`config.mk`:
```
export PLATFORM = sky130hd
export DESIGN_NAME = psum_ctrl_flat
export DESIGN_NICKNAME = d
export VERILOG_FILES = /design/src/rtl/psum_ctrl_if.sv /design/src/rtl/psum_ctrl.sv /design/src/flat_wrapper.sv
export SDC_FILE = /design/constraint.sdc
export NUM_CORES = 1
export LEC_CHECK = 0
export BUFFER_PORTS_ARGS = -buffer_cell sky130_fd_sc_hd__clkbuf_2
export CAP_MARGIN = 20
export CELL_PAD_IN_SITES_DETAIL_PLACEMENT = 0
export CELL_PAD_IN_SITES_GLOBAL_PLACEMENT = 1
export CORE_ASPECT_RATIO = 0.8
export CORE_MARGIN = 3
export CORE_UTILIZATION = 26
export DETAILED_ROUTE_END_ITERATION = 16
export MAX_ROUTING_LAYER = met4
export PLACE_DENSITY = 0.65
export SKIP_CTS_REPAIR_TIMING = 1
export SLEW_MARGIN = 20
export SYNTH_ARGS = -nofsm -noshare
export SYNTH_HDL_FRONTEND = slang
export SYNTH_SLANG_ARGS = --single-unit
```
`constraint.sdc`:
```
create_clock -name clk -period 2.8 [get_ports clk]
set_input_delay 0.14 -clock clk [delete_from_list [all_inputs] [get_ports clk]]
set_output_delay 0.14 -clock clk [all_outputs]
set_load 0.03 [all_outputs]
```
`src/rtl/psum_ctrl_if.sv`:
```
`default_nettype none
// +----------------------------------------------------------------------------+
// | Module   : psum_ctrl_if                                                    |
// | Purpose  : Control, product-stream, accumulator and drain-stream signals  |
// |            of the partial-sum controller. master = controller side.       |
// | Revision : 1.0  initial release                                            |
// +----------------------------------------------------------------------------+
interface psum_ctrl_if #(
  parameter int DATA_WIDTH = 24,
  parameter int PASS_W     = 8
);
  logic                  start;
  logic [PASS_W-1:0]     num_pass;
  logic                  busy;
  logic                  done;

  logic                  in_valid;
  logic                  in_ready;
  logic [DATA_WIDTH-1:0] in_data;

  logic                  ps_ce;
  logic                  ps_clear;
  logic [7:0]            ps_addr;
  logic [DATA_WIDTH-1:0] ps_in_data;
  logic                  ps_in_valid;
  logic [DATA_WIDTH-1:0] ps_rd_data;

  logic                  out_valid;
  logic                  out_ready;
  logic [DATA_WIDTH-1:0] out_data;
  logic                  out_last;

  modport master (
    input  start, num_pass, in_valid, in_data, ps_rd_data, out_ready,
    output busy, done, in_ready, ps_ce, ps_clear, ps_addr, ps_in_data,
           ps_in_valid, out_valid, out_data, out_last
  );

  modport slave (
    output start, num_pass, in_valid, in_data, ps_rd_data, out_ready,
    input  busy, done, in_ready, ps_ce, ps_clear, ps_addr, ps_in_data,
           ps_in_valid, out_valid, out_data, out_last
  );
endinterface
`default_nettype wire

```
`src/rtl/psum_ctrl.sv`:
```
`default_nettype none
// +----------------------------------------------------------------------------+
// | Module   : psum_ctrl                                                       |
// | Purpose  : Clears an H x W partial-sum array, streams num_pass sweeps of   |
// |            products into it, then drains the tile in raster order.        |
// | Options  : PSUM_RELU_EN - clamp negative drained values to zero.          |
// | Revision : 1.0  initial release                                            |
// +----------------------------------------------------------------------------+
module psum_ctrl #(
  parameter int DATA_WIDTH = 24,
  parameter int H          = 12,
  parameter int W          = 11,
  parameter int PASS_W     = 8
) (
  input  wire logic   clk,
  input  wire logic   rst,
  psum_ctrl_if.master bus
);

  localparam int                c_N        = H * W;
  localparam logic [7:0]        c_LAST     = 8'(c_N - 1);
  localparam logic [PASS_W-1:0] c_ONE_PASS = PASS_W'(1);

  typedef enum logic [2:0] {
    S_IDLE       = 3'd0,
    S_CLEAR      = 3'd1,
    S_ACCUM      = 3'd2,
    S_DRAIN_RD   = 3'd3,
    S_DRAIN_CAP  = 3'd4,
    S_DRAIN_HOLD = 3'd5,
    S_DONE       = 3'd6
  } state_t;

  state_t                r_state;
  logic [PASS_W-1:0]     r_num_pass;
  logic [PASS_W-1:0]     r_pass;
  logic [7:0]            r_addr;
  logic [7:0]            r_daddr;
  logic                  r_busy;
  logic                  r_done;
  logic                  r_in_ready;
  logic                  r_clear;
  logic                  r_out_valid;
  logic                  r_out_last;
  logic [DATA_WIDTH-1:0] r_out_data;

  logic                  w_accum;
  logic                  w_drain;
  logic                  w_in_hs;
  logic                  w_out_hs;
  logic [DATA_WIDTH-1:0] w_drain_val;

  assign w_accum  = (r_state == S_ACCUM);
  assign w_drain  = (r_state == S_DRAIN_RD) || (r_state == S_DRAIN_CAP) ||
                    (r_state == S_DRAIN_HOLD);
  assign w_in_hs  = w_accum && r_in_ready && bus.in_valid;
  assign w_out_hs = r_out_valid && bus.out_ready;

`ifdef PSUM_RELU_EN
  assign w_drain_val = bus.ps_rd_data[DATA_WIDTH-1] ? '0 : bus.ps_rd_data;
`else
  assign w_drain_val = bus.ps_rd_data;
`endif

  always_ff @(posedge clk) begin
    if (rst) begin
      r_state     <= S_IDLE;
      r_num_pass  <= '0;
      r_pass      <= '0;
      r_addr      <= '0;
      r_daddr     <= '0;
      r_busy      <= 1'b0;
      r_done      <= 1'b0;
      r_in_ready  <= 1'b0;
      r_clear     <= 1'b0;
      r_out_valid <= 1'b0;
      r_out_last  <= 1'b0;
      r_out_data  <= '0;
    end else begin
      case (r_state)
        S_IDLE: begin
          if (bus.start) begin
            r_num_pass <= (bus.num_pass == '0) ? c_ONE_PASS : bus.num_pass;
            r_busy     <= 1'b1;
            r_clear    <= 1'b1;
            r_state    <= S_CLEAR;
          end
        end
        S_CLEAR: begin
          r_clear    <= 1'b0;
          r_addr     <= '0;
          r_pass     <= '0;
          r_in_ready <= 1'b1;
          r_state    <= S_ACCUM;
        end
        S_ACCUM: begin
          if (w_in_hs) begin
            if (r_addr == c_LAST) begin
              r_addr <= '0;
              r_pass <= r_pass + c_ONE_PASS;
              // Final product of the final sweep: stop accepting and drain.
              if (r_pass == r_num_pass - c_ONE_PASS) begin
                r_in_ready <= 1'b0;
                r_daddr    <= '0;
                r_state    <= S_DRAIN_RD;
              end
            end else begin
              r_addr <= r_addr + 8'd1;
            end
          end
        end
        S_DRAIN_RD: begin
          r_state <= S_DRAIN_CAP;
        end
        S_DRAIN_CAP: begin
          r_out_data  <= w_drain_val;
          r_out_valid <= 1'b1;
          r_out_last  <= (r_daddr == c_LAST);
          r_state     <= S_DRAIN_HOLD;
        end
        S_DRAIN_HOLD: begin
          if (w_out_hs) begin
            r_out_valid <= 1'b0;
            r_out_last  <= 1'b0;
            if (r_out_last) begin
              r_done  <= 1'b1;
              r_state <= S_DONE;
            end else begin
              r_daddr <= r_daddr + 8'd1;
              r_state <= S_DRAIN_RD;
            end
          end
        end
        S_DONE: begin
          r_done  <= 1'b0;
          r_busy  <= 1'b0;
          r_state <= S_IDLE;
        end
        default: begin
          r_state <= S_IDLE;
        end
      endcase
    end
  end

  // Product path is forwarded combinationally so accumulation has zero latency.
  assign bus.ps_in_valid = w_accum && bus.in_valid;
  assign bus.ps_in_data  = w_accum ? bus.in_data : '0;
  assign bus.ps_addr     = w_accum ? r_addr : (w_drain ? r_daddr : 8'd0);

  assign bus.busy        = r_busy;
  assign bus.ps_ce       = r_busy;
  assign bus.done        = r_done;
  assign bus.in_ready    = r_in_ready;
  assign bus.ps_clear    = r_clear;
  assign bus.out_valid   = r_out_valid;
  assign bus.out_last    = r_out_last;
  assign bus.out_data    = r_out_data;

endmodule
`default_nettype wire

```
`src/flat_wrapper.sv`:
```
// flat-port wrapper written by rule: the top's interface ports become plain ports
module psum_ctrl_flat 
#(
  parameter int DATA_WIDTH = 24,
  parameter int H          = 12,
  parameter int W          = 11,
  parameter int PASS_W     = 8
)
  (clk, rst, bus_start, bus_num_pass, bus_in_valid, bus_in_data, bus_ps_rd_data, bus_out_ready, bus_busy, bus_done, bus_in_ready, bus_ps_ce, bus_ps_clear, bus_ps_addr, bus_ps_in_data, bus_ps_in_valid, bus_out_valid, bus_out_data, bus_out_last);
  psum_ctrl_if #(.DATA_WIDTH(DATA_WIDTH), .PASS_W(PASS_W)) bus_i ();
  input  wire logic clk;
  input  wire logic rst;
  input wire logic [$bits(bus_i.start)-1:0] bus_start;
  input wire logic [$bits(bus_i.num_pass)-1:0] bus_num_pass;
  input wire logic [$bits(bus_i.in_valid)-1:0] bus_in_valid;
  input wire logic [$bits(bus_i.in_data)-1:0] bus_in_data;
  input wire logic [$bits(bus_i.ps_rd_data)-1:0] bus_ps_rd_data;
  input wire logic [$bits(bus_i.out_ready)-1:0] bus_out_ready;
  output wire logic [$bits(bus_i.busy)-1:0] bus_busy;
  output wire logic [$bits(bus_i.done)-1:0] bus_done;
  output wire logic [$bits(bus_i.in_ready)-1:0] bus_in_ready;
  output wire logic [$bits(bus_i.ps_ce)-1:0] bus_ps_ce;
  output wire logic [$bits(bus_i.ps_clear)-1:0] bus_ps_clear;
  output wire logic [$bits(bus_i.ps_addr)-1:0] bus_ps_addr;
  output wire logic [$bits(bus_i.ps_in_data)-1:0] bus_ps_in_data;
  output wire logic [$bits(bus_i.ps_in_valid)-1:0] bus_ps_in_valid;
  output wire logic [$bits(bus_i.out_valid)-1:0] bus_out_valid;
  output wire logic [$bits(bus_i.out_data)-1:0] bus_out_data;
  output wire logic [$bits(bus_i.out_last)-1:0] bus_out_last;
  assign bus_i.start = bus_start;
  assign bus_i.num_pass = bus_num_pass;
  assign bus_i.in_valid = bus_in_valid;
  assign bus_i.in_data = bus_in_data;
  assign bus_i.ps_rd_data = bus_ps_rd_data;
  assign bus_i.out_ready = bus_out_ready;
  assign bus_busy = bus_i.busy;
  assign bus_done = bus_i.done;
  assign bus_in_ready = bus_i.in_ready;
  assign bus_ps_ce = bus_i.ps_ce;
  assign bus_ps_clear = bus_i.ps_clear;
  assign bus_ps_addr = bus_i.ps_addr;
  assign bus_ps_in_data = bus_i.ps_in_data;
  assign bus_ps_in_valid = bus_i.ps_in_valid;
  assign bus_out_valid = bus_i.out_valid;
  assign bus_out_data = bus_i.out_data;
  assign bus_out_last = bus_i.out_last;
  psum_ctrl #(.DATA_WIDTH(DATA_WIDTH), .H(H), .W(W), .PASS_W(PASS_W)) u_core (.clk(clk), .rst(rst), .bus(bus_i));
endmodule
```
==> metrics.cfg <==
[power_and_ir_drop]
total_power_mw=2.34
p_seq_frac=0.418
p_leak_nw=1.82
power_frac_comb=0.138
p_int_mw=1.72
vdd_ir_drop_max_uv=296
switching_share=0.267
p_per_area_nw_per_um2=534
p_sw_mw=0.625
clkPwrFrac=0.444

[global_route]
grt_overflow=0
antenna_found_initial=0
track_usage=0.139
grt_pass1_vias=3106
grt_max_degree=44
grt_pass1_wl_um=15500

[detailed_routing]
drt_wl_total_um=9220
routedWlPerCell_um=12.9
drc=0
antenna_left=0
first_iter_violations=158
routed-via-count=3200
drt-pass1-iter-count=4
routed_via_density=4.49

[sta]
finalSetupViolations=0
worst_pin_slew_ns=0.864
period_share=0.814
hold_viol_final=0
fmax_mhz=439
fin_skew_ns=0.00897
fin_tns_setup_ns=0
max_slew_margin=0.419
drv_slew=0
rsz0062_at_grt=false
fin_crit_ns=2.28

[worst_setup_path]
end_kind=register
worstSetupStartpointType=register
cp.arrival_ns=2.53
crit_fanout=6
critPathKind=register to register
cp_slowest_cell=or3b_1
crit_chain=inv_1 > ha_1 > or3b_1 > nor4_1 > o2111ai_1 > or3_1 > a221oi_2
crit_required_ns=3.05
cpPeakStageDelay_ns=0.38

[yosys]
yosysUniqueCellTypes=53
syn_area_um2=3290
ys_seq_area_frac=0.396
async_flop_share=0
yosys_warnings=0
syn-num-nets=479
ys_ff_latch=65
synth-main-ff-cell=dfxtp_1
synth_top_area_cell=dfxtp_1
synth_top_area_frac=0.396
synth_edf_count=0
syn_inst=414
avgSynthCellArea_um2=7.94
yosys-top-cells-area=dfxtp_1 40%, nand2_1 9.5%, a21oi_1 6.5%, and2_1 5.1%, xor2_1 4.0%

[clock_network]
numCtsBuffers=9
cts-root-buf=clkbuf_16
insertion_delay_ns=0.33
cts_buffer_depth=2
numClockSinks=65
cts_tree=done
h-tree-depth=3
clkSlewWorstSetupHoldPaths_ns=0.06

[place]
dp.cells=696
io_buffer_count=124
place_congestion=0.857
placed_area_um2=4100
hpwl_um=6930

[die]
core_um2=12300
start_util=0.268
die_area_um2=14000
die_w_um=132
row_count=36
die_height_um=107
io_pins=125

[status]
outcome=complete, no violations

[cells_and_area]
drive_above_1_share=0.292
diodes=0
final_area_um2=4380
layout_common_cells=124 x clkbuf_2, 83 x nand2_1, 65 x dfxtp_1
area_growth_pct=33.4
final_common_cell=clkbuf_2
n_fill_cell=1320
nNetsFinal=601
fin_cells=712

[hold_path]
hp-class=primary input to register

[flow_run]
maxCapViolations=0

kinds of logic after synthesis:
group,Yosys count,share of synthesized area
and+or+nand+nor,202,0.304
AOI/OAI and AO/OA,77,0.150
DFF,65,0.396
buffers and inverters,30,0.0354
xor gates and xnor gates,26,0.0693
muxes,10,0.0305
adders and majority gates,4,0.0152
power by group through the flow:
stage                     clock, mW  combinational, mW  sequential (mW)
final                          1.04              0.323            0.979
after global routing           1.12              0.360            0.983
after CTS                      1.08              0.326            0.979
after detailed placement          0              0.325            0.999
after global placement            0              0.322            0.997
after floorplan                   0              0.202             1.01
area by class of cell:
cell class | count | area (um^2) | share of cell area
Timing Repair Buffer | 132 | 681 | 0.155
Clock buffer | 11 | 253 | 0.0576
Clock inverter | 5 | 30.0 | 0.00685
Multi-Input combinational cell | 319 | 1870 | 0.427
Tap cell | 171 | 214 | 0.0488
Inverter | 9 | 33.8 | 0.00771
Sequential cell | 65 | 1300 | 0.297
final timing paths:
path                                              from                      end  slack [ns]  cells after the start
worst max register to register    u_core.r_num_pass[0]        u_core.r_state[0]        0.52                      7
worst min-delay path                bus_ps_rd_data[14]  u_core.bus.out_data[14]        0.03                      3
worst min register to register  u_core.bus.out_data[5]   u_core.bus.out_data[5]        0.46                      2
worst max-delay path              u_core.r_num_pass[0]        u_core.r_state[0]        0.52                      7
routing by layer:
layer,up-vias,wire (um),track usage
met5,-,0,-
met4,0,43,0.0360
met3,6,719,0.0459
met2,117,3800,0.203
met1,1418,4650,0.186
li1,1659,-,-
worst max-delay path: cells and delay by family (launching register included):
kind | cells | cell delay (ns)
AO/OA/AOI/OAI | 2 | 0.41
AND/OR/NAND/NOR | 3 | 1.11
buffers and inverters | 1 | 0.08
flip-flops | 1 | 0.36
adder cells (fa/ha/maj) | 1 | 0.23
cell usage after synthesis (all sizes together) (10+ instances only):
library cell and n:
a21oi 43, and2 27, clkbuf 19, dfxtp 65, mux2i 10, nand2 83, nor2 32, nor3 10
o21ai 12, xnor2 11, xor2 15
flip-flops by register name, summed over array words and instances, names as in the netlist:
name                  cells
u_core.r_addr             8
u_core.r_daddr            8
u_core.bus.busy           1
u_core.r_state            3
u_core.bus.out_data      24
u_core.bus.in_ready       1
u_core.bus.done           1
u_core.bus.out_valid      1
u_core.r_pass             8
u_core.r_num_pass         8
u_core.bus.out_last       1
u_core.bus.ps_clear       1
per-stage QoR:
stage / hold WS [ns] / setup slack (ns) / utilization
floorplan: 0.276 / 0.712 / -
detailed placement: 0.372 / 0.573 / 0.335
global placement: 0.364 / 0.645 / 0.335
CTS: 0.0161 / 0.548 / 0.358
finish: 0.0329 / 0.520 / 0.358
global route: 0.0264 / 0.371 / 0.358
(Power assumes the default switching activity.)
